==> config.mk <==
export PLATFORM = sky130hd
export DESIGN_NAME = orologio_programmabile
export DESIGN_NICKNAME = d
export VERILOG_FILES = /design/src/rtl/orologio_programmabile.sv
export SDC_FILE = /design/constraint.sdc
export NUM_CORES = 1
export LEC_CHECK = 0
export CELL_PAD_IN_SITES_DETAIL_PLACEMENT = 1
export CELL_PAD_IN_SITES_GLOBAL_PLACEMENT = 2
export CORE_MARGIN = 5
export CORE_UTILIZATION = 36
export DETAILED_ROUTE_END_ITERATION = 8
export GPL_ROUTABILITY_DRIVEN = 0
export HOLD_SLACK_MARGIN = 0.05
export PLACE_DENSITY_LB_ADDON = 0.1
export SLEW_MARGIN = 40
export SYNTH_ARGS = -nofsm -noshare
export SYNTH_HDL_FRONTEND = slang
export SYNTH_SLANG_ARGS = --single-unit
export TNS_END_PERCENT = 30
==> constraint.sdc <==
create_clock -name clk -period 3.55 [get_ports clk]
set_clock_uncertainty 0.15 [all_clocks]
set_input_delay 0.71 -clock clk [delete_from_list [all_inputs] [get_ports clk]]
set_output_delay 0.71 -clock clk [all_outputs]
set_load 0.01 [all_outputs]
==> src/rtl/orologio_programmabile.sv <==
// -----------------------------------------------------------------------------
// orologio_programmabile
//   Time-of-day clock for the thermostat controller. An en-qualified prescaler
//   advances minutes, hours and day-of-week. A synchronous load sets hour and
//   minute. A small table of programmable alarms pulses on an exact hour:minute
//   match with the time reached by a minute advance.
//
// Parameters
//   PRESCALE   en-qualified clk cycles per minute advance (>=1)
//   ORE_MAX    hours per day, ora counts 0..ORE_MAX-1
//   MIN_MAX    minutes per hour, minuti counts 0..MIN_MAX-1
//   N_ALLARMI  number of alarm entries (>=2)
//
// Ports
//   clk       in   system clock, all state on rising edge
//   rst       in   asynchronous reset, active-high
//   en        in   count enable; low freezes prescaler and time
//   load      in   synchronous time load strobe
//   load_ora  in   hour value to load
//   load_min  in   minute value to load
//   al_we     in   alarm table write strobe
//   al_idx    in   alarm entry written
//   al_ora    in   alarm hour
//   al_min    in   alarm minute
//   al_on     in   alarm entry enable
//   ora       out  current hour
//   minuti    out  current minute
//   giorno    out  day of week 0..6
//   tick_min  out  1-cycle pulse on every minute advance
//   done      out  1-cycle pulse on day wrap
//   allarme   out  per-entry 1-cycle alarm match pulse
// -----------------------------------------------------------------------------
module orologio_programmabile #(
   parameter int PRESCALE  = 60,
   parameter int ORE_MAX   = 24,
   parameter int MIN_MAX   = 60,
   parameter int N_ALLARMI = 4,
   localparam int ORA_W = $clog2(ORE_MAX),
   localparam int MIN_W = $clog2(MIN_MAX),
   localparam int IDX_W = $clog2(N_ALLARMI)
) (
   input  logic                 clk,
   input  logic                 rst,
   input  logic                 en,
   input  logic                 load,
   input  logic [ORA_W-1:0]     load_ora,
   input  logic [MIN_W-1:0]     load_min,
   input  logic                 al_we,
   input  logic [IDX_W-1:0]     al_idx,
   input  logic [ORA_W-1:0]     al_ora,
   input  logic [MIN_W-1:0]     al_min,
   input  logic                 al_on,
   output logic [ORA_W-1:0]     ora,
   output logic [MIN_W-1:0]     minuti,
   output logic [2:0]           giorno,
   output logic                 tick_min,
   output logic                 done,
   output logic [N_ALLARMI-1:0] allarme
);

   localparam int PRE_W = (PRESCALE > 1) ? $clog2(PRESCALE) : 1;

   // time state and registered pulses
   logic [PRE_W-1:0]     r_pre;
   logic [ORA_W-1:0]     r_ora;
   logic [MIN_W-1:0]     r_min;
   logic [2:0]           r_gio;
   logic                 r_tick;
   logic                 r_done;
   logic [N_ALLARMI-1:0] r_allarme;

   // alarm table
   logic [ORA_W-1:0]     r_al_ora [N_ALLARMI];
   logic [MIN_W-1:0]     r_al_min [N_ALLARMI];
   logic [N_ALLARMI-1:0] r_al_on;

   // next-time candidates for a minute advance
   logic                 w_pre_last;
   logic                 w_min_last;
   logic                 w_ora_last;
   logic                 w_wrap;
   logic [MIN_W-1:0]     w_min_nxt;
   logic [ORA_W-1:0]     w_ora_nxt;
   logic [2:0]           w_gio_nxt;
   logic                 w_load_ok;
   logic                 w_adv;
   logic                 w_idx_ok;
   logic [N_ALLARMI-1:0] w_match;

   always_comb begin
      w_pre_last = (32'(r_pre) == PRESCALE - 1);
      w_min_last = (32'(r_min) == MIN_MAX - 1);
      w_ora_last = (32'(r_ora) == ORE_MAX - 1);
      w_wrap     = w_min_last && w_ora_last;

      w_min_nxt = w_min_last ? '0 : r_min + MIN_W'(1);
      w_ora_nxt = r_ora;
      if (w_min_last) begin
         w_ora_nxt = w_ora_last ? '0 : r_ora + ORA_W'(1);
      end
      w_gio_nxt = r_gio;
      if (w_wrap) begin
         w_gio_nxt = (r_gio == 3'd6) ? 3'd0 : r_gio + 3'd1;
      end

      // an out-of-range load is dropped entirely, so it must not block counting
      w_load_ok = load && (32'(load_ora) < ORE_MAX) && (32'(load_min) < MIN_MAX);
      w_adv     = !w_load_ok && en && w_pre_last;
      w_idx_ok  = (32'(al_idx) < N_ALLARMI);

      // match against the post-advance time, using the table as it stands
      // before any same-cycle write
      for (int i = 0; i < N_ALLARMI; i++) begin
         w_match[i] = r_al_on[i] && (r_al_ora[i] == w_ora_nxt) && (r_al_min[i] == w_min_nxt);
      end
   end

   // time counters and output pulses
   always_ff @(posedge clk or posedge rst) begin
      if (rst) begin
         r_pre     <= '0;
         r_ora     <= '0;
         r_min     <= '0;
         r_gio     <= '0;
         r_tick    <= 1'b0;
         r_done    <= 1'b0;
         r_allarme <= '0;
      end else begin
         r_tick    <= 1'b0;
         r_done    <= 1'b0;
         r_allarme <= '0;
         if (w_load_ok) begin
            r_ora <= load_ora;
            r_min <= load_min;
            r_pre <= '0;
         end else if (en) begin
            if (w_pre_last) begin
               r_pre     <= '0;
               r_min     <= w_min_nxt;
               r_ora     <= w_ora_nxt;
               r_gio     <= w_gio_nxt;
               r_tick    <= 1'b1;
               r_done    <= w_wrap;
               r_allarme <= w_adv ? w_match : '0;
            end else begin
               r_pre <= r_pre + PRE_W'(1);
            end
         end
      end
   end

   // alarm table writes, independent of en and load
   always_ff @(posedge clk or posedge rst) begin
      if (rst) begin
         for (int i = 0; i < N_ALLARMI; i++) begin
            r_al_ora[i] <= '0;
            r_al_min[i] <= '0;
         end
         r_al_on <= '0;
      end else if (al_we && w_idx_ok) begin
         r_al_ora[al_idx] <= al_ora;
         r_al_min[al_idx] <= al_min;
         r_al_on[al_idx]  <= al_on;
      end
   end

   assign ora      = r_ora;
   assign minuti   = r_min;
   assign giorno   = r_gio;
   assign tick_min = r_tick;
   assign done     = r_done;
   assign allarme  = r_allarme;

endmodule

==> metrics, run 1 <==
post-synth top area cell dfrtp_1; Int Power 1.525 mW; end of the worst register-to-register path allarme[2]; Total Neg Setup Slack 0 ns; Die Y 113.8 um; DR pass1 iterations 4; Crit. End Element flop; CP Launch Type flop; Buf/Inv on CP 0; Initial Util 36.27%; Comb pwr share 24.7%; delay of the slowest critical-path stage 0.61 ns; CTS Buf Count 9; initial drt markers 64; Post-synth EDFFs 0; Clock Pin Slew Worst Setup and Hold Paths 0.08 ns; top post-synthesis cells by area dfrtp_1 48%, mux2_2 14%, xor2_1 5.9%, xnor2_1 4.5%, nand2_1 3.5%; total number of vias 2790; total power 2.241 mW; post-CTS sizing 0; Arr. time, crit path 3.04 ns; vias in the first global route 2939; FF-to-FF Start minuti[0]; Post-CTS Hold Buffers 0; worst hold stages 1; antenna fix cells 0; drt drc 0; Flop pwr share 49.3%; Power Dens Cells 476.4 mW/mm2; Layout area overhead 21.22%; Async SR Flop Fraction 100.0%; FMAX 339.6 MHz; status completed; Setup Fix Bufs, Post-CTS 0; Pleak 1.904 nW; Slew @ Worst Pin 0.8353 ns; root buffer cell clkbuf_8; Mapped Cells 353; Slew HR 44.15%; Top FF cell, synth dfrtp_1; I/O pin total 50; cell chain of the critical path ha_1 -> nand4_4 -> nor2_2 -> mux2i_2 -> xor2_1 -> nand4b_1 -> nor4_1; WL final 9870 um; switching power 0.7158 mW; hold_sp r_al_on[3]; RSZ-0062 raised after global routing false; Routed Antenna Nets 0; hold worst-path end r_al_on[3]; hpwl dp 7449 um; Rows 38; synthesized net count 386; Core ar. 0.01070 mm2; max-slew violations 0; Seq cells post-synth 74; Max-Cap Viols 0; PortBufs 49; CTS tree done; Die W 113.8 um; layout cells sized above 1 19.41%; final net count 436; Peak VDD IR 206.9 uV; DIE AREA 0.01295 mm2; first-pass GRT wire length 16230 um; HP Class flop to flop; mapped cell area 0.003880 mm2; crit-path max FO 11; Tcrit/Tclk final 82.95%; vias per cell 5.101; critical path class flop to flop; post-synthesis sequential area ratio 47.73%; design area 0.004703 mm2; yosys warns 0; final hold viol count 0; crit-path leading delay family simple AND/OR/NAND/NOR gates; Clock power frac 26.0%; Overflow after GRT 0; # setup viols final 0; H-tree depth 3; clk sinks 74; largest net degree at the start of global routing 54; Final min period 2.945 ns; Crit-path slowest cell dfrtp_1; Netlist cell types 46; Total GRT Usage 16.33%; Avg Cell Area, Syn 10.99 um2; Skew-Pair Late Insertion Delay 0.36 ns; Synth top area share 47.73%; Worst R2R Path Depth 7; initial antenna violation count 0; routed len/inst 18.04 um; CTS Buffer Depth 2; Post-DP Area 0.004533 mm2; FF-to-FF setup slack 0.61 ns; sw frac 31.95%; CP required 3.65 ns
-- kinds of logic (layout without fill, tap and decap cells) --
logic type                 count (synthesis)  after routing  synth area share (%)
and+or+nand+nor                          103            103                 14.77
DFF                                       74             74                 47.73
muxes                                     59             59                 16.90
AOI/OAI and AO/OA                         46             46                 6.837
xor gates and xnor gates                  46             46                 10.38
buffers and inverters                     22             76                 2.419
adders and majority gates                  3              3                0.9675
-- metal layers --
| metal | vias to the layer above | wire (um) | global-route usage, % |
|---|---|---|---|
| met5 | - | 0 | 0 |
| met4 | 0 | 265 | 7.047 |
| met3 | 18 | 430 | 3.714 |
| met2 | 49 | 4358 | 24.38 |
| met1 | 1372 | 4817 | 22.79 |
| li1 | 1351 | - | - |
-- per-stage QoR --
step | worst slack, ns | util (%) | std cells | hold WS [ns]
after CTS | 0.6186 | 43.96 | 547 | 0.3769
after global placement | 0.7827 | 42.37 | 532 | 0.3403
after global routing | 0.4221 | 43.96 | 547 | 0.3859
after detailed placement | 0.6540 | 42.37 | 532 | 0.3459
after floorplan | 0.8084 | - | 353 | 0.3238
final | 0.6054 | 43.96 | 547 | 0.3703
-- synth_stat cells, types with 7 or more instances --
library cell	n
dfrtp_1	74
mux2_2	49
nand2_1	36
xor2_1	26
o21ai_0	22
xnor2_1	20
nand3_1	16
nor2_1	10
a21oi_1	9
mux2i_1	9
inv_1	7
nand4_1	7
-- worst max path at each step --
| stage | from | endpoint | slack (ns) | cells past startpoint |
|---|---|---|---|---|
| 4_1_cts | minuti[0] | allarme[2] | 0.62 | 7 |
| 6_report | minuti[0] | allarme[2] | 0.61 | 7 |
| 3_5_place_dp | minuti[0] | allarme[2] | 0.65 | 7 |
| 5_1_grt | minuti[0] | allarme[3] | 0.42 | 7 |
| 3_3_place_gp | minuti[0] | allarme[2] | 0.78 | 7 |
| 2_1_floorplan | rst | allarme[0] | 0.81 | 1 |
-- placed cells by master (no fill, tap or decap), drive strengths merged, types with 3 or more instances in the layout --
| master | instances |
|---|---|
| nand2 | 37 |
| clkbuf | 11 |
| clkdlybuf4s50 | 49 |
| nor3b | 3 |
| nor2b | 3 |
| dfrtp | 74 |
| inv | 7 |
| nand3 | 16 |
| xnor2 | 20 |
| o21ai | 23 |
| nor4 | 7 |
| mux2i | 10 |
| nor2 | 11 |
| xor2 | 26 |
| o211ai | 3 |
| ha | 3 |
| mux2 | 49 |
| nand4 | 8 |
| a21oi | 10 |
| buf | 5 |
| a31oi | 3 |
| nor3 | 8 |
-- cell type report --
| cell class | instances | area (um2) |
|---|---|---|
| Sequential cell | 74 | 1852 |
| Clock buffer | 11 | 141.4 |
| Fill cell | 1193 | 5995 |
| Timing Repair Buffer | 54 | 540.5 |
| Inverter | 7 | 26.28 |
| Multi-Input combinational cell | 257 | 1939 |
| Tap cell | 140 | 175.2 |
| Clock inverter | 4 | 28.78 |
-- state kept, by name (all words and copies together), names as in the netlist --
| signal | cells |
|---|---|
| allarme | 4 |
| r_al_on | 4 |
| done | 1 |
| r_pre | 6 |
| giorno | 3 |
| tick_min | 1 |
| r_al_ora | 20 |
| minuti | 6 |
| r_al_min | 24 |
| ora | 5 |
-- power groups by stage --
stage / sequential (mW) / clock, mW / combinational [mW]
finish: 1.10 / 0.583 / 0.554
global route: 1.12 / 0.647 / 0.612
CTS: 1.10 / 0.610 / 0.565
detailed placement: 1.12 / 0 / 0.561
global placement: 1.12 / 0 / 0.555
floorplan: 1.06 / 0 / 0.403
No activity file was read; power rests on OpenSTA's default activity.
==> inputs of run 2 (changes only) <==
Settings changed: CORE_UTILIZATION 36 to 33.
Clock period 3.55 ns to 2.4 ns, I/O delays scaled along.
==> run 2 against run 1 <==
Net effect:
- sequential share of layout area is 2.9 points lower
- sequential cell count unchanged
- highest routed layer unchanged
- critical path depth rose by 1
- clock power rose to 2.6 times the previous value
- sequential power rose by 45%
- maximum frequency up 33%
==> metrics, run 2 (synthesis results as in run 1) <==
clk sinks 74 (unchanged); FF+latch area 0.001852 mm2 (unchanged); Die Y 118.4 um (+4.1%); vias in the first global route 3183 (+8.3%); Rows 39 (+2.6%); Power Dens Cells 792.7 mW/mm2 (+66%); commonest non-fill, non-tap cells in the layout 74 x dfrtp_1, 49 x mux2_2, 49 x clkdlybuf4s50_1; HP Class flop to flop; top sig layer met4; worst hold slack 0.3572 ns (-0.01309 ns); CTS tree done; Tcrit/Tclk final 92.21% (+9.3 points); final net count 459 (+5.3%); post-CTS sizing 0 (unchanged); drt drc 0 (unchanged); CTS Buf Count 9 (unchanged); Die W 118.4 um (+4.1%); Skew-Pair Late Insertion Delay 0.34 ns (-0.02 ns); Clock Pin Slew Worst Setup and Hold Paths 0.06 ns (-0.02 ns); Crit-path slowest cell dfrtp_1; max reg flops 24 (unchanged); hpwl dp 7532 um (+1.1%); FF-to-FF setup slack 0.19 ns (-0.42 ns); hold worst-path end r_al_on[3]; Total GRT Usage 15.05% (-1.3 points); Layout area overhead 30.89%; first-pass GRT wire length 16930 um (+4.3%); commonest non-fill, non-tap cell in the layout dfrtp_1; CP required 2.48 ns (-1.17 ns); status completed; # setup viols final 0 (unchanged); initial drt markers 81 (+27%); FF-to-FF Start minuti[0]; Slew HR 70.06% (+26 points); Setup Fix Bufs, Post-CTS 0 (unchanged); vias per cell 5.056 (-0.88%); total number of vias 2902 (+4.0%); FMAX 451.9 MHz (+33%); WL final 9973 um (+1.0%); max-slew violations 0 (unchanged); WL met3 358 um (-17%); Int Power 2.914 mW (+91%); Post-CTS Hold Buffers 0 (unchanged); Worst path most repeated cell buf_4; routed len/inst 17.37 um (-3.7%); PortBufs 49 (unchanged); worst hold stages 1 (unchanged); crit-path max FO 5 (-6); WL met2 4775 um (+9.6%); final hold viol count 0 (unchanged); initial antenna violation count 0 (unchanged); Overflow after GRT 0 (unchanged); Max-Cap Viols 0 (unchanged); Pleak 2.101 nW (+10%); Initial Util 33.84% (-2.4 points); delay of the slowest critical-path stage 0.35 ns (-0.26 ns); biggest regs r_al_min (24), r_al_ora (20); H-tree depth 3 (unchanged); layout cells sized above 1 24.59% (+5.2 points); Crit. End Element flop; DIE AREA 0.01403 mm2 (+8.3%); FILL cells 1262 (+5.8%); Final min period 2.213 ns (-0.7316 ns); critical path class flop to flop; Clock power frac 37.8% (+12 points); Core ar. 0.01147 mm2 (+7.2%); Total Neg Setup Slack 0 ns (unchanged); M1 WL 4650 um (-3.5%); DR pass1 iterations 7 (+3); end of the worst register-to-register path allarme[1]; CTS Buffer Depth 2 (unchanged); Worst R2R Path Depth 8 (+1); I/O pin total 50 (unchanged); footprint of the multi-input gates 0.001966 mm2 (+1.4%); sw frac 27.62% (-4.3 points); antenna fix cells 0 (unchanged); switching power 1.112 mW (+55%); root buffer cell clkbuf_16; Comb pwr share 22.7% (-2.0 points); Peak VDD IR 374.4 uV (+81%); Arr. time, crit path 2.29 ns (-0.75 ns); Largest Register r_al_min; Flop pwr share 39.4% (-9.9 points); Routed Antenna Nets 0 (unchanged); cell chain of the critical path ha_2 -> nand4_4 -> buf_4 -> nor3_4 -> mux2i_1 -> buf_4 -> o21ai_0 -> nor4_1; hold_sp r_al_on[3]; Slew @ Worst Pin 0.4474 ns (-0.3879 ns); CP Launch Type flop; largest net degree at the start of global routing 75 (+39%)
## run 2: routing by layer
metal,vias up,track usage (%)
li1,1399,-
met1,1445,19.52
met2,43,24.37
met3,15,3.247
met4,0,6.378
met5,-,0
## run 2: per-stage QoR
step,util [%],worst slack (ns),std cells,cell area [um2],total power [mW]
floorplan,-,0.05503,353,3884,2.171
global placement,41.10,-0.01469,558,4713,2.508
detailed placement,41.10,0.003793,558,4713,2.532
CTS,44.06,0.01479,574,5052,4.084
global route,44.29,-0.01172,574,5079,4.246
finish,44.29,0.1871,574,5079,4.026
## run 2: power by group through the flow
| stage | Combinational (mW) | Sequential, mW | Clock (mW) |
|---|---|---|---|
| final | 0.915 | 1.59 | 1.52 |
| after global routing | 1.01 | 1.62 | 1.62 |
| after CTS | 0.927 | 1.59 | 1.57 |
| after detailed placement | 0.920 | 1.61 | 0 |
| after global placement | 0.906 | 1.60 | 0 |
| after floorplan | 0.596 | 1.57 | 0 |
## run 2: final cells by class
cell class / count / share of cell area, %
Sequential cell: 74 / 36.46
Clock buffer: 13 / 5.322
Tap cell: 143 / 3.523
Inverter: 7 / 0.5913
Clock inverter: 3 / 1.355
Timing Repair Buffer: 77 / 14.04
Multi-Input combinational cell: 257 / 38.70
## run 2: worst max-delay path: cells and delay by family, from the launching register on
family	cells	cell delay, ns
flops	1	0.35
fa+ha+maj	1	0.22
mux	1	0.24
simple gates	3	0.70
compound gates	1	0.08
buf+inv	2	0.36
## run 2: worst max-delay path by stage
stage | from | slack, ns | cells after the start | to
2_1_floorplan | minuti[1] | 0.06 | 7 | allarme[3]
3_3_place_gp | en | -0.01 | 7 | allarme[1]
3_5_place_dp | en | 0.004 | 7 | allarme[0]
4_1_cts | minuti[0] | 0.01 | 8 | allarme[1]
5_1_grt | minuti[1] | -0.01 | 8 | allarme[2]
6_report | minuti[0] | 0.19 | 8 | allarme[1]
==> inputs of run 3 (changes only) <==
Settings changed: GPL_ROUTABILITY_DRIVEN 0 to unset, HOLD_SLACK_MARGIN 0.05 to 0.08.
==> results of run 3 <==
Same layout as run 2: the final DEF is identical, and so are final timing and power.
